### src/rtl/mem_flash_txn_sequencer.sv
// mem_flash_txn_sequencer
// Turns one read or page-program request into the byte-by-byte transfer sequence
// for the SPI engine. The sequence is WREN (writes only), opcode, three address
// bytes, dummy bytes (quad reads only) and then the data bytes. Read and write
// data are streamed to and from the requester with valid/ready handshakes.
module mem_flash_txn_sequencer #(
  parameter logic [7:0]  RD_OP       = 8'h03,
  parameter logic [7:0]  QRD_OP      = 8'h6B,
  parameter logic [7:0]  WR_OP       = 8'h02,
  parameter logic [7:0]  WREN_OP     = 8'h06,
  parameter int unsigned DUMMY_BYTES = 1,
  parameter int unsigned LEN_W       = 8
) (
  input  logic             clk,
  input  logic             rst_n,
  input  logic             req_valid,
  output logic             req_ready,
  input  logic             req_rw,
  input  logic             req_quad,
  input  logic [23:0]      req_addr,
  input  logic [LEN_W-1:0] req_len,
  input  logic             wr_valid,
  input  logic [7:0]       wr_data,
  output logic             wr_ready,
  output logic             rd_valid,
  output logic [7:0]       rd_data,
  input  logic             rd_ready,
  output logic             txn_done,
  output logic             spi_start,
  output logic             spi_r_w,
  output logic             spi_quad,
  output logic [7:0]       spi_tx_data,
  input  logic             spi_busy,
  input  logic             spi_done,
  input  logic             spi_rx_valid,
  input  logic [7:0]       spi_rx_data,
  output logic             spi_rx_ready
);

  typedef enum logic [2:0] {
    S_IDLE = 3'd0, S_WREN = 3'd1, S_CMD = 3'd2, S_ADDR = 3'd3,
    S_DUMMY = 3'd4, S_DATA = 3'd5, S_FIN = 3'd6
  } state_t;

  typedef enum logic [1:0] {
    P_ISSUE = 2'd0, P_WAIT = 2'd1, P_RDHOLD = 2'd2
  } phase_t;

  localparam logic [1:0]       DUMMY_N = 2'(DUMMY_BYTES);
  localparam logic [LEN_W-1:0] CNT_ONE = LEN_W'(1);

  state_t           r_state;
  phase_t           r_phase;
  logic [1:0]       r_idx;
  logic             r_rw;
  logic             r_quad;
  logic [23:0]      r_addr;
  logic [LEN_W-1:0] r_cnt;
  logic             r_req_ready;
  logic             r_wr_ready;
  logic             r_rd_valid;
  logic [7:0]       r_rd_data;
  logic             r_txn_done;
  logic             r_spi_start;
  logic             r_spi_r_w;
  logic             r_spi_quad;
  logic [7:0]       r_spi_tx_data;
  logic             r_spi_rx_ready;

  state_t     w_next_state;
  state_t     w_data_next;
  logic [7:0] w_opcode;
  logic [7:0] w_tx_byte;
  logic       w_in_data;
  logic       w_issue_ok;
  logic       w_adv;

  assign req_ready    = r_req_ready;
  assign wr_ready     = r_wr_ready;
  assign rd_valid     = r_rd_valid;
  assign rd_data      = r_rd_data;
  assign txn_done     = r_txn_done;
  assign spi_start    = r_spi_start;
  assign spi_r_w      = r_spi_r_w;
  assign spi_quad     = r_spi_quad;
  assign spi_tx_data  = r_spi_tx_data;
  assign spi_rx_ready = r_spi_rx_ready;

  // Byte to send in the current phase, the phase that follows it, and when to advance.
  always_comb begin
    w_in_data    = (r_state == S_DATA);
    w_opcode     = r_rw ? (r_quad ? QRD_OP : RD_OP) : WR_OP;
    w_data_next  = (r_cnt != '0) ? S_DATA : S_FIN;
    w_tx_byte    = 8'h00;
    w_next_state = S_IDLE;
    case (r_state)
      S_WREN: begin
        w_tx_byte    = WREN_OP;
        w_next_state = S_CMD;
      end
      S_CMD: begin
        w_tx_byte    = w_opcode;
        w_next_state = S_ADDR;
      end
      S_ADDR: begin
        case (r_idx)
          2'd0:    w_tx_byte = r_addr[23:16];
          2'd1:    w_tx_byte = r_addr[15:8];
          default: w_tx_byte = r_addr[7:0];
        endcase
        if (r_idx != 2'd2) begin
          w_next_state = S_ADDR;
        end else if (r_rw && r_quad && (DUMMY_N != 2'd0)) begin
          w_next_state = S_DUMMY;
        end else begin
          w_next_state = w_data_next;
        end
      end
      S_DUMMY: begin
        w_tx_byte = 8'h00;
        if (r_idx != (DUMMY_N - 2'd1)) begin
          w_next_state = S_DUMMY;
        end else begin
          w_next_state = w_data_next;
        end
      end
      S_DATA: begin
        w_tx_byte = r_rw ? 8'h00 : wr_data;
        if (r_cnt > CNT_ONE) begin
          w_next_state = S_DATA;
        end else begin
          w_next_state = S_FIN;
        end
      end
      default: begin
        w_tx_byte    = 8'h00;
        w_next_state = S_IDLE;
      end
    endcase
    // A write data byte may only start once the requester has one ready.
    w_issue_ok = !spi_busy && !spi_done && (!w_in_data || r_rw || wr_valid);
    // A byte is finished once the engine is done, and for read data once the requester took it.
    w_adv = ((r_phase == P_WAIT) && spi_done && !(w_in_data && r_rw)) ||
            ((r_phase == P_RDHOLD) && rd_ready);
  end

  // Transaction FSM with its byte sub-phase; every output is driven from a register here.
  always_ff @(posedge clk or negedge rst_n) begin
    if (!rst_n) begin
      r_state        <= S_IDLE;
      r_phase        <= P_ISSUE;
      r_idx          <= 2'd0;
      r_rw           <= 1'b0;
      r_quad         <= 1'b0;
      r_addr         <= 24'h000000;
      r_cnt          <= '0;
      r_req_ready    <= 1'b1;
      r_wr_ready     <= 1'b0;
      r_rd_valid     <= 1'b0;
      r_rd_data      <= 8'h00;
      r_txn_done     <= 1'b0;
      r_spi_start    <= 1'b0;
      r_spi_r_w      <= 1'b0;
      r_spi_quad     <= 1'b0;
      r_spi_tx_data  <= 8'h00;
      r_spi_rx_ready <= 1'b0;
    end else begin
      r_spi_start    <= 1'b0;
      r_wr_ready     <= 1'b0;
      r_txn_done     <= 1'b0;
      r_spi_rx_ready <= 1'b0;
      case (r_state)
        S_IDLE: begin
          if (req_valid && r_req_ready) begin
            r_rw        <= req_rw;
            r_quad      <= req_quad;
            r_addr      <= req_addr;
            r_cnt       <= req_len;
            r_req_ready <= 1'b0;
            r_idx       <= 2'd0;
            r_phase     <= P_ISSUE;
            r_state     <= req_rw ? S_CMD : S_WREN;
          end else begin
            r_req_ready <= 1'b1;
          end
        end
        S_FIN: begin
          r_txn_done <= 1'b1;
          r_phase    <= P_ISSUE;
          r_state    <= S_IDLE;
        end
        default: begin
          case (r_phase)
            P_ISSUE: begin
              if (w_issue_ok) begin
                r_spi_start   <= 1'b1;
                r_spi_tx_data <= w_tx_byte;
                r_spi_r_w     <= w_in_data && r_rw;
                r_spi_quad    <= w_in_data && r_quad;
                r_wr_ready    <= w_in_data && !r_rw;
                r_phase       <= P_WAIT;
              end else begin
                r_phase <= P_ISSUE;
              end
            end
            P_WAIT: begin
              if (spi_done && w_in_data && r_rw) begin
                r_rd_valid <= 1'b1;
                r_rd_data  <= spi_rx_data;
                r_phase    <= P_RDHOLD;
              end else begin
                r_phase <= P_WAIT;
              end
            end
            P_RDHOLD: begin
              if (rd_ready) begin
                r_rd_valid     <= 1'b0;
                r_spi_rx_ready <= 1'b1;
              end else begin
                r_rd_valid <= 1'b1;
              end
            end
            default: r_phase <= P_ISSUE;
          endcase
          if (w_adv) begin
            r_state <= w_next_state;
            r_phase <= P_ISSUE;
            r_idx   <= (w_next_state == r_state) ? (r_idx + 2'd1) : 2'd0;
            if (w_in_data && (r_cnt != '0)) begin
              r_cnt <= r_cnt - CNT_ONE;
            end else begin
              r_cnt <= r_cnt;
            end
          end else begin
            r_state <= r_state;
          end
        end
      endcase
    end
  end

endmodule

### config.mk
export PLATFORM = sky130hd
export DESIGN_NAME = mem_flash_txn_sequencer
export DESIGN_NICKNAME = d
export VERILOG_FILES = /design/src/rtl/mem_flash_txn_sequencer.sv
export SDC_FILE = /design/constraint.sdc
export NUM_CORES = 1
export LEC_CHECK = 0
export ABC_AREA = 1
export CAP_MARGIN = 10
export CORE_UTILIZATION = 40
export CTS_BUF_LIST = sky130_fd_sc_hd__clkbuf_4 sky130_fd_sc_hd__clkbuf_8
export CTS_CLUSTER_SIZE = 12
export DETAILED_ROUTE_END_ITERATION = 10
export GPL_ROUTABILITY_DRIVEN = 0
export GPL_TIMING_DRIVEN = 1
export PLACE_DENSITY = 0.7
export RECOVER_POWER = 100
export SLEW_MARGIN = 0
export SYNTH_ARGS = -nofsm -noshare
export SYNTH_HDL_FRONTEND = slang
export SYNTH_SLANG_ARGS = --single-unit
### constraint.sdc
create_clock -name clk -period 3.9 [get_ports clk]
set_input_delay 0.975 -clock clk [delete_from_list [all_inputs] [get_ports clk]]
set_output_delay 0.975 -clock clk [all_outputs]
set_load 0.02 [all_outputs]
### Word level (Yosys, flattened, before mapping)

Cells that the tools add are included.

* bits in registers: 65
* output and inout bits: 24
* input port bits: 58
* logic and storage cells: 117

* eq/ne operators: 14
* reductions and logical operators: 39
* bitwise gates (word level): 2
* $add $sub $neg: 2
* muxes and demuxes: 42
* magnitude comparators: 1

Operator list (number)
* $mux 8: 4
* $pmux 8 s2: 2
* $pmux 8 s4: 1
* $mux 2: 10
* $pmux 3 s5: 1
* $mux 1: 14
* $mux 7: 2
* $logic_and 1x1->1: 13
* $reduce_and 3->1: 4
* $eq 3x3->1 const B: 3
* $mux 3: 3
* $gt 8x1->1 const B: 1
* $pmux 2 s2: 2
* $reduce_bool 2->1: 4
* $reduce_bool 8->1: 1
* $sub 8x1->8 const B: 1
* $eq 3x2->1 const B: 2
* $pmux 2 s3: 1
* $pmux 3 s2: 1
* $reduce_and 2->1: 3
* $logic_not 1->1: 5
* $eq 2x1->1 const B: 2
* $logic_not 2->1: 2
* $ne 2x2->1 const B: 2
* 13 further kinds: 16

### Longest topological paths before layout

* depth in word-level cells: 9
* mapped depth: 12

### Least setup slack after synthesis

OpenSTA, ideal clock, no wires.

* path kind: input -> register
* start point: input port spi_done
* end point: register r_cnt[1]
* stages: 9
* data required time: 3.779 ns
* slack: 1.989 ns
* data arrival time: 1.791 ns
* path through: nand2_1 inv_1 a21oi_4 nor2_2 o21ai_4 inv_2 buf_6 nand2_1 o21ai_2

* longest elaborated chain between the ends: 5

Ends and longest elaborated chain
* start: declaration: RTL line 34 `input logic spi_done,`
* $logic_and 1x1->1 (2 in series): RTL line 143 `w_adv = ((r_phase == P_WAIT) && spi_done && !(w_in_data && r_rw)) ||`
* $logic_or 1x1->1: RTL line 143
* $reduce_bool 2->1 (no source line)
* $reduce_and 4->1 (no source line)
* end signal: assignment: RTL line 178 `r_cnt <= req_len;`
* end signal: assignment: RTL line 230 `r_cnt <= r_cnt - CNT_ONE;`
* end signal: assignment: RTL line 232 `r_cnt <= r_cnt;`
* end: declaration: RTL line 58 `logic [LEN_W-1:0] r_cnt;`

Every way passes these cells.
A chain may end at the register's enable or synchronous reset.

### Worst setup path after layout

* start point: register r_state[1]
* end point: register r_addr[14]

* longest elaborated chain between the ends: 2

Ends and longest elaborated chain
* start: declaration: RTL line 52 `state_t r_state;`
* start signal: assignment: RTL line 182 `r_state <= req_rw ? S_CMD : S_WREN;`
* start signal: assignment: RTL line 226 `r_state <= w_next_state;`
* start signal: assignment: RTL line 235 `r_state <= r_state;`
* $logic_not 3->1: RTL line 172 `case (r_state)`
* $reduce_and 2->1 (no source line)
* end signal: assignment: RTL line 177 `r_addr <= req_addr;`
* end: declaration: RTL line 57 `logic [23:0] r_addr;`

Every way passes these cells.

==> impl_metrics.env <==
export IMPL_drt_iter0_markers=167
export IMPL_finClkSkew_ns=0.01224
export IMPL_cts_setup_buffers=0
export IMPL_cts_root_buf="clkbuf_8"
export IMPL_final_cell_mix="nand2_1 (152), dfrtp_1 (64), clkdlybuf4s50_1 (54)"
export IMPL_die_h_um=93.61
export IMPL_power_frac_comb_pct=44.6
export IMPL_cts_tree="built"
export IMPL_core_area_um2=8175
export IMPL_netlist_top_cell_by_area="dfrtp_1"
export IMPL_netlist_area_um2=3357
export IMPL_path_clk_slew_ns=0.08
export IMPL_cts_buffers=9
export IMPL_start_kind="flop"
export IMPL_clock_latency_ns=0.35
export IMPL_min_period_ns=2.941
export IMPL_grt_pass1_vias=2889
export IMPL_crit_slowest_cell="nor2_1"
export IMPL_ir_worst_vdd_mv=0.2832
export IMPL_grt_use_total_pct=19.27
export IMPL_sw_frac_of_total_pct=41.30
export IMPL_h_tree_depth=3
export IMPL_power_w=0.003258
export IMPL_cts_resized=0
export IMPL_min_path_type="reg2reg"
export IMPL_fp_row_count=33
export IMPL_die_area_um2=8763
export IMPL_syn_avg_cell_area_um2=7.880
export IMPL_cellLeakagePower_nw=2.185
export IMPL_ys_seq_area_share_pct=48.49
export IMPL_num_antenna_cells=0
export IMPL_mostFrequentLayoutCell="nand2_1"
export IMPL_cp_end_kind="flop"
export IMPL_cts_sinks=65
export IMPL_cp_top_family="simple AND/OR/NAND/NOR gates"
export IMPL_firstDrtPassIters=5
export IMPL_syn_to_final_growth_pct=31.98
export IMPL_cp_num_cells=6
export IMPL_fp_dieW_um=93.61
export IMPL_wire_per_inst_um=12.25
export IMPL_tightest_slew_ns=1.801
export IMPL_io_pins=82
export IMPL_yosys_top_cells_area="dfrtp_1 (48%), nand2_1 (17%), o21ai_0 (6.3%), inv_1 (5.1%), nor2_1 (3.8%)"
export IMPL_overflow=0
export IMPL_slew_limit_headroom_pct=-20.05
export IMPL_worstPathRequired_ns=4.16
export IMPL_intPower_w=0.001913
export IMPL_ys_types=27
export IMPL_finalHoldViolations=0
export IMPL_synthCells=426
export IMPL_dp_hpwl_mm=5.655
export IMPL_synthesis_nets=493
export IMPL_reg2regPathDepth=6
export IMPL_setup_viol=0
export IMPL_num_vias=2946
export IMPL_violations="capacitance limit, slew limit"
export IMPL_regArea_um2=1628
export IMPL_path_class="reg2reg"
export IMPL_grt_pass1_wl_mm=13.03
export IMPL_io_buffers=80
export IMPL_outcome="complete, but fails checks"
export IMPL_yosys_warnings=0
export IMPL_finalCritPeriodShare_pct=75.41
export IMPL_setup_tns_ns=0
export IMPL_initial_core_util_pct=41.06
export IMPL_yosys_area_top_type_share_pct=47.71
export IMPL_p_per_area_nw_per_um2=735.4
export IMPL_crit_path_max_fanout=33
export IMPL_rsz0062_at_grt="no"
export IMPL_drc=0
export IMPL_synth_seq_cells=65
export IMPL_finalMaxSlewViolations=34
export IMPL_via_per_inst=4.744
export IMPL_wirelength_mm=7.608
export IMPL_clk_path_buf_depth=2
export IMPL_crit_buf_inv=2
export IMPL_cp_arrival_ns=3.21
export IMPL_fill_cells=791
export IMPL_max_stage_delay_ns=0.96
export IMPL_drv_cap=1
export IMPL_path_cells="nor3_4, inv_1, nor2_1, buf_4, nand2_1, o21ai_0"
export IMPL_pwr_share_clk_pct=19.8
export IMPL_worstHoldPathCells=2
export IMPL_final_nets=578
export IMPL_antenna_found_initial=0
export IMPL_p_switching_w=0.001346
export IMPL_multiInputGateArea_um2=1446
export IMPL_fmax_ghz=0.3400
export IMPL_drive_above_1_share_pct=7.364
export IMPL_grt_max_degree=34
export IMPL_ant_nets=0
export IMPL_holdBufCountCts=0
export IMPL_seq_power_share_pct=35.6
power groups by stage:
stage / clock [W] / sequential, W / combinational, W
6_report: 0.000646 / 0.00116 / 0.00145
5_1_grt: 0.000690 / 0.00120 / 0.00166
4_1_cts: 0.000658 / 0.00117 / 0.00153
3_5_place_dp: 0 / 0.00118 / 0.00152
3_3_place_gp: 0 / 0.00117 / 0.00148
2_1_floorplan: 0 / 0.00127 / 0.000912
tightest hold or removal path: stages (launching register included):
cell and delay (ns):
dfrtp_1 0.35, nand2_1 0.05, nand2_1 0.05
registers in the layout, summed over array words and instances, names as in the netlist:
| register | flops |
|---|---|
| spi_rx_ready | 1 |
| rd_data | 8 |
| r_addr | 24 |
| r_rw | 1 |
| spi_start | 1 |
| req_ready | 1 |
| r_quad | 1 |
| r_cnt | 8 |
| r_idx | 2 |
| spi_tx_data | 8 |
| wr_ready | 1 |
| spi_r_w | 1 |
| txn_done | 1 |
| r_phase | 2 |
| r_state | 3 |
| rd_valid | 1 |
| spi_quad | 1 |
path summary, 6_finish.rpt:
| check | startpoint | end | slack (ns) |
|---|---|---|---|
| worst max-delay path | r_state[1] | r_addr[14] | 0.96 |
| worst min-delay path | spi_tx_data[4] | spi_tx_data[4] | 0.47 |
| worst max register to register | r_state[1] | r_addr[14] | 0.96 |
| worst min register to register | spi_tx_data[4] | spi_tx_data[4] | 0.47 |
| max in group asynchronous | rst_n | rd_data[3] | 1.21 |
| min in group asynchronous | rst_n | spi_tx_data[4] | 1.10 |
per-layer routing:
metal	routed length [µm]	global-route usage, %
met4	148	8.846
met1	3599	25.74
met3	317	2.764
met5	0	0
met2	3543	30.94
cell usage after synthesis:
master      n
a21oi_1     6
a21oi_4     1
a31oi_1     2
buf_2       4
buf_6       2
clkbuf_1    3
clkinv_1    2
dfrtp_1    64
dfstp_2     1
ha_1        9
inv_1      46
inv_2       3
mux2_2      8
nand2_1   150
nand2_2     4
nand3_1    17
nor2_1     34
nor2_2      7
nor3_1      1
nor3_4      1
o21ai_0    42
o21ai_2     5
o21ai_4     1
o22ai_1     8
o31ai_1     2
or2_2       2
xor2_1      1
area by class of cell:
| type | count | share of cell area [%] |
|---|---|---|
| Timing Repair Buffer | 83 | 18.27 |
| Clock buffer | 10 | 2.965 |
| Multi-Input combinational cell | 301 | 32.65 |
| Sequential cell | 65 | 36.74 |
| Clock inverter | 6 | 2.090 |
| Inverter | 51 | 4.321 |
| Tap cell | 105 | 2.965 |
logic make-up after synthesis:
group                      synth area share, %
and+or+nand+nor                          26.16
buffers and inverters                    7.305
DFF                                      48.49
xor gates and xnor gates                0.2609
AOI/OAI and AO/OA                        11.74
muxes                                    2.684
adders and majority gates                3.355
stage by stage:
step                      cells  setup slack [ns]  instance area (µm²)  hold slack, ns  util (%)
after floorplan             426             1.989                 3357          0.4417         -
after global placement      605             1.109                 4253          0.4619     52.02
after detailed placement    605             1.103                 4253          0.4624     52.02
after CTS                   621             1.366                 4477          0.4832     54.76
after global routing        621            0.6259                 4431          0.5012     54.19
final                       621            0.9588                 4431          0.4744     54.19
(Power assumes the default switching activity.)
